`src/rtl/trace_stream_serializer.sv`:
```
// trace_stream_serializer
// Takes one wide trace packet per input handshake, holds it, and replays it as
// IN_WIDTH/OUT_WIDTH narrow beats, most-significant chunk first. Packet tlast
// appears only on the final beat. Three wrap-around counters track input
// packets, output beats and completed transfers for software.
module trace_stream_serializer #(
  parameter int IN_WIDTH  = 1024,
  parameter int OUT_WIDTH = 64
) (
  input  logic                 clk,
  input  logic                 rst,
  input  logic                 en,
  input  logic                 S_AXIS_tvalid,
  output logic                 S_AXIS_tready,
  input  logic [IN_WIDTH-1:0]  S_AXIS_tdata,
  input  logic                 S_AXIS_tlast,
  output logic                 M_AXIS_tvalid,
  input  logic                 M_AXIS_tready,
  output logic [OUT_WIDTH-1:0] M_AXIS_tdata,
  output logic                 M_AXIS_tlast,
  output logic [31:0]          packets_in,
  output logic [31:0]          beats_out,
  output logic [31:0]          transfers_out
);

  localparam int N_BEATS = IN_WIDTH / OUT_WIDTH;
  localparam int BW      = (N_BEATS > 1) ? $clog2(N_BEATS) : 1;
  localparam logic [BW-1:0] LAST_BEAT = BW'(N_BEATS - 1);

  // Reject widths that do not split into at least two whole beats.
  generate
    if ((IN_WIDTH % OUT_WIDTH) != 0 || N_BEATS < 2) begin : gBadParams
      $error("trace_stream_serializer: IN_WIDTH must be a multiple of OUT_WIDTH with at least 2 beats");
    end
  endgenerate

  typedef enum logic {
    IDLE = 1'b0,
    SEND = 1'b1
  } state_e;

  state_e                             state_q;
  logic [BW-1:0]                      beat_q;
  logic [N_BEATS-1:0][OUT_WIDTH-1:0]  held_q;
  logic                               held_last_q;
  logic [31:0]                        packets_in_q;
  logic [31:0]                        beats_out_q;
  logic [31:0]                        transfers_out_q;

  logic onLastBeat;
  logic inHs;
  logic outHs;

  // Handshake decode; the only M_AXIS_tready to S_AXIS_tready path is the
  // final-beat reload that lets packets run back-to-back without a bubble.
  assign onLastBeat    = (beat_q == LAST_BEAT);
  assign S_AXIS_tready = ~rst & en &
                         ((state_q == IDLE) |
                          ((state_q == SEND) & onLastBeat & M_AXIS_tready));
  assign inHs          = S_AXIS_tvalid & S_AXIS_tready;
  assign outHs         = M_AXIS_tvalid & M_AXIS_tready;

  // Output beat selection from held registers; chunk N_BEATS-1 is the MS chunk
  // and goes out first, so beat b reads chunk N_BEATS-1-b.
  assign M_AXIS_tvalid = (state_q == SEND);
  assign M_AXIS_tdata  = held_q[LAST_BEAT - beat_q];
  assign M_AXIS_tlast  = held_last_q & onLastBeat;

  assign packets_in    = packets_in_q;
  assign beats_out     = beats_out_q;
  assign transfers_out = transfers_out_q;

  // Serializer FSM, held packet and statistics counters.
  always_ff @(posedge clk) begin
    if (rst) begin
      state_q         <= IDLE;
      beat_q          <= '0;
      held_q          <= '0;
      held_last_q     <= 1'b0;
      packets_in_q    <= '0;
      beats_out_q     <= '0;
      transfers_out_q <= '0;
    end else begin
      if (inHs) begin
        packets_in_q <= packets_in_q + 32'd1;
      end
      if (outHs) begin
        beats_out_q <= beats_out_q + 32'd1;
        if (M_AXIS_tlast) begin
          transfers_out_q <= transfers_out_q + 32'd1;
        end
      end

      case (state_q)
        IDLE: begin
          if (inHs) begin
            held_q      <= S_AXIS_tdata;
            held_last_q <= S_AXIS_tlast;
            beat_q      <= '0;
            state_q     <= SEND;
          end
        end
        SEND: begin
          if (outHs) begin
            if (!onLastBeat) begin
              beat_q <= beat_q + BW'(1);
            end else if (inHs) begin
              held_q      <= S_AXIS_tdata;
              held_last_q <= S_AXIS_tlast;
              beat_q      <= '0;
            end else begin
              state_q <= IDLE;
            end
          end
        end
        default: begin
          state_q <= IDLE;
        end
      endcase
    end
  end

endmodule

```
`config.mk`:
```
export PLATFORM = sky130hd
export DESIGN_NAME = trace_stream_serializer
export DESIGN_NICKNAME = d
export VERILOG_FILES = /design/src/rtl/trace_stream_serializer.sv
export SDC_FILE = /design/constraint.sdc
export NUM_CORES = 2
export LEC_CHECK = 0
export CORE_AREA = 3 3 469 471
export CTS_CLUSTER_DIAMETER = 200
export CTS_CLUSTER_SIZE = 16
export DETAILED_ROUTE_END_ITERATION = 16
export DIE_AREA = 0 0 472 474
export PLACE_DENSITY_LB_ADDON = 0.05
export SYNTH_ARGS = -nofsm -noshare
export SYNTH_HDL_FRONTEND = slang
export SYNTH_SLANG_ARGS = --single-unit
export TNS_END_PERCENT = 10
```
`constraint.sdc`:
```
create_clock -name clk -period 2.15 [get_ports clk]
set_input_delay 0.3225 -clock clk [delete_from_list [all_inputs] [get_ports clk]]
set_output_delay 0.3225 -clock clk [all_outputs]
set_load 0.02 [all_outputs]
```
==> impl_metrics.env <==
export IMPL_firstDrtPassIters=7
export IMPL_synthSimpleGateAreaFrac=0.195
export IMPL_synthCells=5834
export IMPL_vias=47300
export IMPL_num_rows=171
export IMPL_fp_dieW_um=472
export IMPL_clock_fmax_ghz=0.322
export IMPL_syn_area_um2=47800
export IMPL_path_common_cell="buf_12"
export IMPL_synth_main_ff_cell="dfxtp_1"
export IMPL_insertion_delay_ns=0.72
export IMPL_dieArea_um2=224000
export IMPL_end_kind="output pin"
export IMPL_tns_ns=-580.04
export IMPL_p_sw_frac=0.266
export IMPL_power_frac_clock=0.354
export IMPL_synth_enable_flop_cells=0
export IMPL_path_cells="buf_4, buf_12, buf_16, buf_12, buf_8, mux2i_4, a221oi_2, buf_4, a22oi_1, nand2_1, buf_12"
export IMPL_avgSynthCellArea_um2=8.19
export IMPL_synth_compound_area_share=0.168
export IMPL_dpl_worst_slack_ns=-1.08
export IMPL_numClockSinks=1126
export IMPL_clk_pin_slew_ns=0.09
export IMPL_hpwl_um=194000
export IMPL_grt_pass1_wl_um=349000
export IMPL_htreeDepth=3
export IMPL_pin_count=1193
export IMPL_final_cells=10100
export IMPL_maxCapViolCount=0
export IMPL_wl_per_cell_um=25.5
export IMPL_clock_root_buffer="clkbuf_16"
export IMPL_worstPathArrival_ns=2.79
export IMPL_hp_class="in2reg"
export IMPL_synth_xor_area_frac=0.00385
export IMPL_synth_area_mux_share=0.116
export IMPL_syn_num_nets=6868
export IMPL_drtIter0Drc=3027
export IMPL_antenna_found_initial=112
export IMPL_slew_viol_final=0
export IMPL_port_buffers=1192
export IMPL_ys_async_sr_fraction=0
export IMPL_run_status="complete, but fails checks"
export IMPL_drc=0
export IMPL_path_max_fanout=7
export IMPL_post_route_min_period_ns=3.11
export IMPL_leakagePower_nw=24.5
export IMPL_power_density_nw_per_um2=592
export IMPL_synth_fa_ha_area_frac=0.00105
export IMPL_ir_drop_mv=0.612
export IMPL_grt_max_degree=170
export IMPL_synth_top_family_by_area="simple AND/OR/NAND/NOR gates"
export IMPL_syn2layout_area_growth_pct=52.0
export IMPL_cts_buffers_inserted=81
export IMPL_gp_congestion=0.846
export IMPL_power_internal_w=0.0316
export IMPL_ant_nets=0
export IMPL_synth_cell_types=51
export IMPL_setup_slack_ns=-0.959
export IMPL_slowest_stage="dfxtp_4"
export IMPL_worstPathRequired_ns=1.83
export IMPL_ys_warn_count=0
export IMPL_p_comb_frac=0.137
export IMPL_p_sw_w=0.0114
export IMPL_initial_core_util=0.221
export IMPL_core_um2=217000
export IMPL_grt_overflow_total=0
export IMPL_hold_violations=0
export IMPL_fillCellCount=22900
export IMPL_dp_cells=9815
export IMPL_final_period_utilization=1.45
export IMPL_viasPerCell=4.69
export IMPL_layout_drive_gt1_share=0.163
export IMPL_grt_pass1_vias=46600
export IMPL_violations="negative setup slack"
export IMPL_final_nets=8229
export IMPL_die_h_um=474
export IMPL_rsz0062_at_grt="yes"
export IMPL_worstSetupPathType="reg2out"
export IMPL_seqPwrFrac=0.508
export IMPL_clockBufferDepth=3
export IMPL_final_util=0.335
export IMPL_start_kind="flip-flop"
export IMPL_cts_tree="yes"
export IMPL_synth_seq_cells=1126
export IMPL_grt_usage=0.215
export IMPL_seq_area_frac_synth=0.472
export IMPL_relSlewSlack=0.422
export IMPL_worst_pin_slew_ns=0.867
export IMPL_setup_viol=1170
export IMPL_critPathMaxStageDelay_ns=0.37
export IMPL_skew_ns=0.0351
export IMPL_wl_um=258000
==> power by group through the flow <==
stage	Clock, W	Sequential [W]	Combinational (W)
2_1_floorplan	0	0.0222	0.00196
3_3_place_gp	0	0.0223	0.00532
3_5_place_dp	0	0.0223	0.00534
4_1_cts	0.0159	0.0218	0.00564
5_1_grt	0.0165	0.0219	0.00630
6_report	0.0152	0.0218	0.00591
==> cell usage after synthesis (8+ instances only) <==
cell / count / area (um^2)
nand2_1: 2156 / 8090
dfxtp_1: 1126 / 22500
a21oi_1: 1089 / 5450
clkbuf_1: 323 / 1210
mux2i_1: 260 / 2600
buf_2: 147 / 736
a221oi_1: 128 / 1120
mux4_2: 128 / 2880
o21ai_0: 85 / 425
a22oi_1: 64 / 480
o31ai_1: 40 / 300
or4_1: 40 / 300
nand4_1: 28 / 175
nand3_1: 27 / 135
nor2_1: 27 / 101
buf_1: 20 / 75.1
and4_1: 17 / 149
or3_1: 15 / 93.8
inv_1: 14 / 52.6
xor2_1: 11 / 96.3
xnor2_1: 10 / 87.6
and3_1: 9 / 56.3
o311ai_0: 8 / 70.1
o41ai_1: 8 / 70.1
==> cells by family after synthesis <==
family                     after synthesis
AOI/OAI and AO/OA                     1436
xor gates and xnor gates                21
adders and majority gates                4
buffers and inverters                  506
DFF                                   1126
muxes                                  392
and+or+nand+nor                       2349
==> stage by stage <==
stage / hold slack [ns] / power [W] / cell area [um^2]
floorplan: 0.433 / 0.0241 / 47800
global placement: 0.440 / 0.0276 / 65700
detailed placement: 0.444 / 0.0277 / 65700
CTS: 0.0212 / 0.0434 / 70100
global route: 0.0585 / 0.0448 / 72600
finish: 0.0894 / 0.0430 / 72600
==> state kept, by name (all words and copies together) (netlist names) <==
signal	count
beats_out	32
packets_in	32
beat_q	4
held_q	1024
held_last_q	1
M_AXIS_tvalid	1
transfers_out	32
==> area by class of cell <==
cell class	count	area (um^2)	share of cell area
antenna	40	100	0.00138
inverter	15	58.8	0.000810
clock buffer	85	2060	0.0284
sequential	1126	22600	0.311
clock inverter	8	113	0.00155
timing repair buffer	1768	19400	0.266
tap	2854	3570	0.0492
multi-input combinational	4203	24800	0.342
==> worst paths after layout <==
kind | from | to | slack [ns] | cells past startpoint
worst max register to register | beat_q[0]$_SDFFE_PP0N_ | held_q[105]$_SDFFE_PP0P_ | -0.60 | 16
worst min register to register | held_q[888]$_SDFFE_PP0P_ | held_q[888]$_SDFFE_PP0P_ | 0.45 | 2
worst max-delay path | beat_q[0]$_SDFFE_PP0N_ | M_AXIS_tdata[55] | -0.96 | 11
worst min-delay path | rst | packets_in[6]$_SDFFE_PP0P_ | 0.09 | 3
==> placed cells by master (no fill, tap or decap), types with 31 or more instances in the layout <==
cell type,n
buf_12,113
buf_6,93
diode_2,40
o21ai_1,31
buf_4,347
dfxtp_1,1122
clkdlybuf4s50_1,1125
nand2_2,47
nand2_1,2105
mux2i_1,216
clkbuf_16,118
o31ai_1,40
buf_16,31
a221oi_2,93
mux4_2,128
or4_1,40
a21oi_2,36
a21oi_1,1052
o21ai_0,46
a22oi_2,48
==> routing by layer <==
layer | routed length, um | track usage | vias to the layer above | share of wire
li1 | - | - | 22700 | -
met2 | 122000 | 0.359 | 1361 | 0.47
met5 | 143 | 0 | - | 0.00055
met3 | 13200 | 0.0377 | 311 | 0.051
met1 | 116000 | 0.284 | 22900 | 0.45
met4 | 6680 | 0.0623 | 22 | 0.026
==> worst max-delay path: cells and delay by family (launching register included) <==
family	cells	cell delay, ns
AND/OR/NAND/NOR	1	0.14
AO/OA/AOI/OAI	2	0.33
flip-flops	1	0.37
multiplexers	1	0.18
buffers and inverters	7	1.03
==> what timing repair did <==
item                       4_1_cts  5_1_grt
setup buffers                   66       43
gates resized for setup        462      301
hold buffers                     0        0
cloned                          16       36
pin swaps                       97      140
setup endpoints to repair     1234     1230
(Power assumes the default switching activity.)
